**config.mk**
```make
export PLATFORM = sky130hd
export DESIGN_NAME = ibex_bloom_ctrl
export DESIGN_NICKNAME = d
export VERILOG_FILES = /design/src/rtl/ibex_pkg.sv /design/src/rtl/ibex_bloom_hash.sv /design/src/rtl/ibex_bloom_ctrl.sv
export SDC_FILE = /design/constraint.sdc
export NUM_CORES = 1
export LEC_CHECK = 0
export CORE_MARGIN = 4
export CORE_UTILIZATION = 25
export DETAILED_ROUTE_END_ITERATION = 16
export GPL_ROUTABILITY_DRIVEN = 0
export PLACE_DENSITY = 0.51
export SYNTH_ARGS = -nofsm -noshare
export SYNTH_HDL_FRONTEND = slang
export SYNTH_SLANG_ARGS = --single-unit
```
**constraint.sdc**
```tcl
create_clock -name clk_i -period 2.9 [get_ports clk_i]
set_clock_uncertainty 0.1 [all_clocks]
set_input_delay 0.87 -clock clk_i [delete_from_list [all_inputs] [get_ports clk_i]]
set_output_delay 0.87 -clock clk_i [all_outputs]
set_load 0.01 [all_outputs]
```
**src/rtl/ibex_pkg.sv**
```systemverilog
// +----------------------------------------------------------------------------+
// | Module  : ibex_pkg                                                         |
// | Purpose : Shared types and constants for the bloom-filter custom datapath: |
// |           op encodings, controller states and per-step hash salts.         |
// | Rev     : 1.0  initial release                                             |
// +----------------------------------------------------------------------------+
`default_nettype none

package ibex_pkg;

  // custom_op encodings; any other 5-bit value is an illegal op
  typedef enum logic [4:0] {
    BLOOM_INSERT = 5'd1,
    BLOOM_CHECK  = 5'd2,
    BLOOM_CLEAR  = 5'd3
  } bloom_op_e;

  typedef enum logic [2:0] {
    S_IDLE = 3'd0,
    S_RD   = 3'd1,
    S_EVAL = 3'd2,
    S_CLR  = 3'd3,
    S_RESP = 3'd4
  } bloom_state_e;

  // Salt mixed in at hash step j
  localparam logic [31:0] BLOOM_SALT [4] = '{
    32'h9E3779B9, 32'h85EBCA6B, 32'hC2B2AE35, 32'h27D4EB2F
  };

endpackage

`default_nettype wire

```
**src/rtl/ibex_bloom_hash.sv**
```systemverilog
// +----------------------------------------------------------------------------+
// | Module  : ibex_bloom_hash                                                  |
// | Purpose : Combinational hash step h' = rol(h,5) ^ (h >> 7) ^ SALT[j].      |
// | Ports   : h_i [31:0] current hash, j_i [1:0] step index,                   |
// |           h_o [31:0] next hash                                             |
// | Rev     : 1.0  initial release                                             |
// +----------------------------------------------------------------------------+
`default_nettype none

module ibex_bloom_hash
  import ibex_pkg::*;
(
  input  logic [31:0] h_i,
  input  logic [1:0]  j_i,
  output logic [31:0] h_o
);

  assign h_o = {h_i[26:0], h_i[31:27]} ^ (h_i >> 7) ^ BLOOM_SALT[j_i];

endmodule

`default_nettype wire

```
**src/rtl/ibex_bloom_ctrl.sv**
```systemverilog
// +----------------------------------------------------------------------------+
// | Module  : ibex_bloom_ctrl                                                  |
// | Purpose : Sequencer for the bloom-filter custom instructions (INSERT,      |
// |           CHECK, CLEAR). Derives NUM_HASH bit indices per key and drives   |
// |           read/modify/write traffic on a single-port bit-array memory.     |
// | Ports   : clk_i, rst_i (sync, active-high)                                 |
// |           req_valid_i/req_ready_o, req_op_i[4:0], req_rs1_i, req_rs2_i     |
// |           flush_i (kill in-flight op), busy_o                              |
// |           resp_valid_o (1-cycle strobe), resp_data_o[31:0] (held)          |
// |           mem_req_o, mem_we_o, mem_addr_o[ADDR_W-1:0], mem_wdata_o,        |
// |           mem_rdata_i (valid the cycle after a read)                       |
// | Config  : IBEX_BLOOM_EARLY_EXIT_EN - CHECK ends on the first zero bit.     |
// | Rev     : 1.0  initial release                                             |
// +----------------------------------------------------------------------------+
`default_nettype none

module ibex_bloom_ctrl
  import ibex_pkg::*;
#(
  parameter int unsigned NUM_HASH = 3,
  parameter int unsigned ADDR_W   = 8
) (
  input  logic              clk_i,
  input  logic              rst_i,
  input  logic              req_valid_i,
  output logic              req_ready_o,
  input  logic [4:0]        req_op_i,
  input  logic [31:0]       req_rs1_i,
  input  logic [31:0]       req_rs2_i,
  input  logic              flush_i,
  output logic              resp_valid_o,
  output logic [31:0]       resp_data_o,
  output logic              busy_o,
  output logic              mem_req_o,
  output logic              mem_we_o,
  output logic [ADDR_W-1:0] mem_addr_o,
  output logic [31:0]       mem_wdata_o,
  input  logic [31:0]       mem_rdata_i
);

  localparam logic [1:0] LAST_J = 2'(NUM_HASH - 1);

  bloom_state_e      state_q, state_d;
  logic [4:0]        op_q, op_d;
  logic [31:0]       h_q, h_d;
  logic [1:0]        j_q, j_d;
  logic [ADDR_W-1:0] c_q, c_d;
  logic              all_set_q, all_set_d;
  logic [31:0]       resp_data_q, resp_data_d;

  logic [31:0]       h_next;
  logic [ADDR_W-1:0] word_idx;
  logic [4:0]        bit_idx;
  logic              rd_bit;
  logic              result;
  logic              accept;

  ibex_bloom_hash u_hash (
    .h_i (h_q),
    .j_i (j_q),
    .h_o (h_next)
  );

  assign word_idx = h_q[ADDR_W+4:5];
  assign bit_idx  = h_q[4:0];
  assign rd_bit   = mem_rdata_i[bit_idx];
  // Only INSERT/CHECK report all_set; CLEAR and illegal ops answer 0
  assign result   = ((op_q == BLOOM_INSERT) || (op_q == BLOOM_CHECK)) & all_set_q;

  assign req_ready_o = (state_q == S_IDLE) & ~rst_i & ~flush_i;
  assign busy_o      = (state_q != S_IDLE) & ~rst_i;
  assign accept      = req_valid_i & req_ready_o;
  assign resp_data_o = rst_i        ? 32'd0 :
                       resp_valid_o ? {31'd0, result} : resp_data_q;

  always_comb begin
    state_d      = state_q;
    op_d         = op_q;
    h_d          = h_q;
    j_d          = j_q;
    c_d          = c_q;
    all_set_d    = all_set_q;
    resp_data_d  = resp_data_q;
    mem_req_o    = 1'b0;
    mem_we_o     = 1'b0;
    mem_addr_o   = '0;
    mem_wdata_o  = 32'd0;
    resp_valid_o = 1'b0;

    case (state_q)
      S_IDLE: begin
        if (accept) begin
          op_d      = req_op_i;
          h_d       = req_rs1_i ^ req_rs2_i;
          j_d       = 2'd0;
          c_d       = '0;
          all_set_d = 1'b1;
          case (req_op_i)
            BLOOM_INSERT, BLOOM_CHECK: state_d = S_RD;
            BLOOM_CLEAR:               state_d = S_CLR;
            default:                   state_d = S_RESP;
          endcase
        end
      end
      S_RD: begin
        mem_req_o  = 1'b1;
        mem_addr_o = word_idx;
        state_d    = S_EVAL;
      end
      S_EVAL: begin
        all_set_d = all_set_q & rd_bit;
        if (op_q == BLOOM_INSERT) begin
          mem_req_o   = 1'b1;
          mem_we_o    = 1'b1;
          mem_addr_o  = word_idx;
          mem_wdata_o = mem_rdata_i | (32'd1 << bit_idx);
        end
        h_d = h_next;
        if (j_q == LAST_J) begin
          state_d = S_RESP;
        end else begin
          j_d     = j_q + 2'd1;
          state_d = S_RD;
        end
`ifdef IBEX_BLOOM_EARLY_EXIT_EN
        if ((op_q == BLOOM_CHECK) && !rd_bit) begin
          state_d = S_RESP;
        end
`endif
      end
      S_CLR: begin
        mem_req_o  = 1'b1;
        mem_we_o   = 1'b1;
        mem_addr_o = c_q;
        c_d        = c_q + 1'b1;
        if (c_q == {ADDR_W{1'b1}}) begin
          state_d = S_RESP;
        end
      end
      S_RESP: begin
        resp_valid_o = 1'b1;
        resp_data_d  = {31'd0, result};
        state_d      = S_IDLE;
      end
      default: state_d = S_IDLE;
    endcase

    // A kill drops the op on the spot: nothing further reaches memory or the
    // response port, and the previously returned result stays visible.
    if (flush_i && (state_q != S_IDLE)) begin
      state_d      = S_IDLE;
      resp_data_d  = resp_data_q;
      mem_req_o    = 1'b0;
      mem_we_o     = 1'b0;
      mem_addr_o   = '0;
      mem_wdata_o  = 32'd0;
      resp_valid_o = 1'b0;
    end

    if (rst_i) begin
      mem_req_o    = 1'b0;
      mem_we_o     = 1'b0;
      mem_addr_o   = '0;
      mem_wdata_o  = 32'd0;
      resp_valid_o = 1'b0;
    end
  end

  always_ff @(posedge clk_i) begin
    if (rst_i) begin
      state_q     <= S_IDLE;
      op_q        <= 5'd0;
      h_q         <= 32'd0;
      j_q         <= 2'd0;
      c_q         <= '0;
      all_set_q   <= 1'b0;
      resp_data_q <= 32'd0;
    end else begin
      state_q     <= state_d;
      op_q        <= op_d;
      h_q         <= h_d;
      j_q         <= j_d;
      c_q         <= c_d;
      all_set_q   <= all_set_d;
      resp_data_q <= resp_data_d;
    end
  end

endmodule

`default_nettype wire
```
== Word-level counts from Yosys, hierarchy flattened ==
Cells that the tools add are included.
Widths: inputs -> output; s select.

* Shifts and indexed selects: 1
* Add/subtract/negate cells: 2
* Multiplexer cells: 39
* Eq/ne operators: 14
* Reductions and logical operators: 15
* $lt $le $gt $ge: 2
* Bitwise operators: 14

{| class="wikitable"
|+ Operator list
! cell !! number
|-
| $mux 32 || 7
|-
| $bmux 32 s2 || 1
|-
| $pmux 32 s2 || 1
|-
| $xor 32x32->32 || 2
|-
| $mux 8 || 4
|-
| $or 32x32->32 || 1
|-
| $shl 1x5->32 const A || 1
|-
| $xor 32x25->32 || 1
|-
| $pmux 8 s3 || 1
|-
| $pmux 8 s2 || 1
|-
| $eq 5x2->1 const B || 3
|-
| $mux 1 || 12
|-
| $pmux 3 s4 || 1
|-
| $eq 5x1->1 const B || 2
|-
| $reduce_and 2->1 || 5
|-
| $mux 3 || 3
|-
| $add 8x1->8 const B || 1
|-
| $eq 8x8->1 const B || 1
|-
| $and 1x1->1 || 6
|-
| $eq 3x2->1 const B || 2
|-
| $lt 5x6->1 const B || 1
|-
| $ne 2x2->1 const B || 3
|-
| $pmux 1 s2 || 3
|-
| $pmux 3 s2 || 1
|-
| 17 further kinds || 23
|}

* Register bits after elaboration: 52
* Output and inout bits: 77

== Logic depth before layout (Yosys ltp) ==
* Depth after elaboration: 6
* Depth in mapped cells: 8
* Mapped depth without buffers: 6

== Modules after synthesis ==
A second synthesis with hierarchy kept.

* Cell total of the unflattened synthesis: 573
* Area total of the unflattened synthesis: 4290.4 um^2

{| class="wikitable"
|+ By module, submodules not included
! module !! times used !! cells an instance !! area each (um^2)
|-
| ibex_bloom_ctrl || 1 || 512 || 3731.1
|-
| ibex_bloom_hash || 1 || 61 || 559.3
|}

== Worst setup path before layout ==
No wires, ideal clock.

* Kind: input to output
* Start: input flush_i
* End: output resp_data_o[0]
* Setup slack: 0.171 ns
* Cell stages on the path: 4
* Arrival: 1.759 ns
* Path through: or4b_1 > nor2_1 > a32oi_1 > nor2_1

* Longest elaborated chain between the ends: 5

{| class="wikitable"
|+ RTL lines
! what !! line !! text
|-
| start: declaration || ibex_bloom_ctrl.sv:30 || <nowiki>input logic flush_i,</nowiki>
|-
| $logic_and 1x1->1 || ibex_bloom_ctrl.sv:150 || <nowiki>if (flush_i && (state_q != S_IDLE)) begin</nowiki>
|-
| $mux 1 || ibex_bloom_ctrl.sv:150 ||
|-
| $mux 1 || ibex_bloom_ctrl.sv:160 || <nowiki>if (rst_i) begin</nowiki>
|-
| $mux 1 || ibex_bloom_ctrl.sv:74 || <nowiki>resp_valid_o ? {31'd0, result} : resp_data_q;</nowiki>
|-
| $mux 1 || ibex_bloom_ctrl.sv:73 || <nowiki>assign resp_data_o = rst_i ? 32'd0 :</nowiki>
|-
| end: declaration || ibex_bloom_ctrl.sv:32 || <nowiki>output logic [31:0] resp_data_o,</nowiki>
|}

Every way passes these cells.

== Final worst setup path ==
Same ends and word-level chain as after synthesis.

==> results.yml <==
status:
  status: "finished with violations"
  violations: "setup timing"
worst_setup_path:
  worst_path_most_repeated_cell: "buf_6"
  arrival_ps: 1940
  crit_fanout: 2
  start_kind: "input pin"
  startpoint: "flush_i"
  r2r-end: "j_q[0]"
  crit_buf_inv: 3
  worst-setup-path-type: "in2out"
  required_ps: 1930
  crit_chain: "buf_6 > or4b_4 > buf_6 > a32oi_2 > nor2_1 > buf_2"
  critical-path-top-delay-family: "simple AND/OR/NAND/NOR gates"
  worstRegToRegCells: 6
  cpMaxStageDelayCell: "or4b_4"
  cp.depth: 6
  rrSetupSlack_ps: 830
  cp-end-kind: "output pin"
  slowest_delay_ps: 490
  reg2reg_from: "j_q[0]"
  cp-endpoint: "resp_data_o[0]"
timing:
  setup_tns_ps: -6.22
  grt_setup_unrepaired: "true"
  slew_violations: 0
  period_share: 1.00
  hold_viol_final: 0
  slew_headroom: 0.624
  fmax_mhz: 344
  setup_ws_ps: -6.22
  setup_viol: 1
  worst_pin_slew_ps: 564
  final.min_clock_period_ps: 2910
  holdWs_ps: 363
cells_and_area:
  drive_above_1_share: 0.141
  area_growth_pct: 43.2
  diodes: 0
  nNetsFinal: 850
  postLayoutCoreUtil: 0.365
  fin_area_mm2: 0.00629
drt:
  routed_wl_mm: 14.7
  drt-vias-per-instance: 4.73
  firstDrtPassIters: 5
  wl_per_cell_um: 15.3
  first_iter_violations: 212
  num_vias: 4569
  final_antenna_net_count: 0
  drc: 0
grt:
  gr-total-overflow: 0
  grt_max_degree: 50
  grt_pass1_vias: 4382
  met3_usage: 0.0188
  top_usage_layer: "met2"
  grtUsageMet1: 0.187
  met2_usage: 0.248
  grt_usage: 0.141
  grt_pass1_wl_mm: 23.0
  antenna_found_initial: 0
power:
  power.share.clock: 0.294
  p_switching_uw: 785
  p_comb_frac: 0.361
  p_leak_nw: 2.48
  p_per_area_mw_per_mm2: 392
  netSwitchingFraction: 0.318
  pwr-share-seq: 0.346
  p_int_mw: 1.68
  worst_ir_drop_vdd_v: 0.000280
cts:
  clockRootBuffer: "clkbuf_16"
  clkSlewWorstSetupHoldPaths_ps: 70
  cts_buffer_depth: 2
  hold_buffers: 0
  htreeDepth: 2
  clk_latency_ps: 290
  cts_tree: "yes"
  cts_num_sinks: 52
  cts_buffers: 5
yosys:
  yosysWarnings: 0
  ys.flop_type: "dfxtp_1"
  ys_seq_area_frac: 0.237
  ys_top_cells_by_area: "dfxtp_1 (24%), xnor2_1 (11%), a21oi_1 (9.7%)"
  synth_top_area_frac: 0.237
  async_flop_share: 0
  synth.avg_cell_area_um2: 7.55
  yosys.area.top_type: "dfxtp_1"
  synth-seq-cells: 52
  synthCells: 581
  ys_types: 51
  synth_edf_count: 0
  syn_area_mm2: 0.00439
die:
  core_mm2: 0.0172
  io_pins: 182
  dieArea_mm2: 0.0197
  rows: 48
  initial_core_util: 0.255
  die_w_um: 141
  die_y_um: 141
flow_run:
  maxCapViolations: 0
place:
  hpwlAfterDp_mm: 11.5
  dp_slack_ps: -744
  portBuffers: 150
  placed_area_mm2: 0.00618
min_path:
  hold_path_class: "reg2reg"
-- placed cells by master, fill, tap and decap left out, types with 3 or more instances in the layout --
cell / n
and2_1: 4
nor4b_1: 3
and3_1: 3
nand2_1: 81
buf_6: 3
xnor2_1: 56
o21ai_0: 7
mux4_2: 5
buf_12: 4
clkdlybuf4s15_1: 11
nand3_1: 4
xor2_1: 28
nor2b_1: 3
nand2b_1: 5
buf_2: 10
a21oi_1: 85
clkdlybuf4s50_1: 102
conb_1: 31
nor3b_1: 5
dfxtp_1: 52
clkbuf_16: 5
inv_1: 4
a32oi_1: 8
ha_1: 6
o22ai_1: 3
nor2_2: 3
o211ai_1: 32
clkbuf_2: 13
mux2_2: 6
nor3_1: 6
dlygate4sd2_1: 11
buf_4: 39
nor2_1: 61
-- power by group through the flow --
stage               sequential [mW]  clock [mW]  combinational, mW
floorplan                     0.827           0              0.579
CTS                           0.854       0.743              0.892
global route                  0.862       0.772              0.976
finish                        0.853       0.724              0.889
global placement              0.867           0              0.883
detailed placement            0.870           0              0.884
-- flip-flops by register name, indices dropped and copies added (netlist names) --
| name | flops |
|---|---|
| op_q | 5 |
| all_set_q | 1 |
| h_q | 32 |
| c_q | 8 |
| resp_data_q | 1 |
| state_q | 3 |
| j_q | 2 |
-- kinds of logic after synthesis --
logic type / after synthesis / synth area share
other: 1 / 0.000854
AND/OR/NAND/NOR: 198 / 0.210
flip-flops: 52 / 0.237
buffers and inverters: 78 / 0.114
AO/OA/AOI/OAI: 149 / 0.207
XOR/XNOR: 84 / 0.168
adder cells (fa/ha/maj): 6 / 0.0171
multiplexers: 13 / 0.0456
-- synthesized netlist by cell type, drive strengths merged (6+ instances only) --
cell type / n
clkbuf: 10
nor3: 8
ha: 6
a21oi: 86
xor2: 28
buf: 64
o21ai: 9
nand2: 81
a32oi: 9
o211ai: 32
xnor2: 56
mux2: 6
nor3b: 7
dfxtp: 52
nor2: 64
-- per-layer routing --
metal / vias to the layer above / wire length (µm)
met2: 192 / 7130
met3: 13 / 1080
met1: 2116 / 6430
met5: - / 0
met4: 0 / 89
li1: 2248 / -
-- stage by stage --
stage / power, mW / cells
2_1_floorplan: 1.41 / 611
3_3_place_gp: 1.75 / 956
3_5_place_dp: 1.75 / 956
4_1_cts: 2.49 / 965
5_1_grt: 2.61 / 965
6_report: 2.47 / 965
-- worst min path at each step --
stage	from	endpoint	slack [ps]	cells after the start
finish	op_q[2]	op_q[2]	360	2
global route	op_q[1]	op_q[1]	390	2
CTS	op_q[2]	op_q[2]	370	2
detailed placement	op_q[2]	op_q[2]	360	2
global placement	op_q[2]	op_q[2]	340	2
floorplan	op_q[4]	op_q[4]	340	2
-- layout make-up --
cell class / instances / area, µm²
Clock buffer: 7 / 153
Fill cell: 1798 / 10900
Clock inverter: 1 / 30.0
Multi-Input combinational cell: 481 / 2990
Timing Repair Buffer: 195 / 1770
Tap cell: 225 / 282
Inverter: 4 / 15.0
Sequential cell: 52 / 1040
-- worst register-to-register path, stage by stage (launching register included) --
cell	delay, ps
dfxtp_1	570
inv_1	130
ha_1	400
nor4b_1	420
a21oi_1	110
a21oi_1	170
nor2_1	50
-- what timing repair did --
item / CTS / global route
gates resized for setup: 88 / 39
setup buffers: 1 / 0
endpoints found under the setup margin: 45 / 43
pin swaps: 8 / 7
hold endpoints to repair: 0 / 0
No activity file was read; power rests on OpenSTA's default activity.
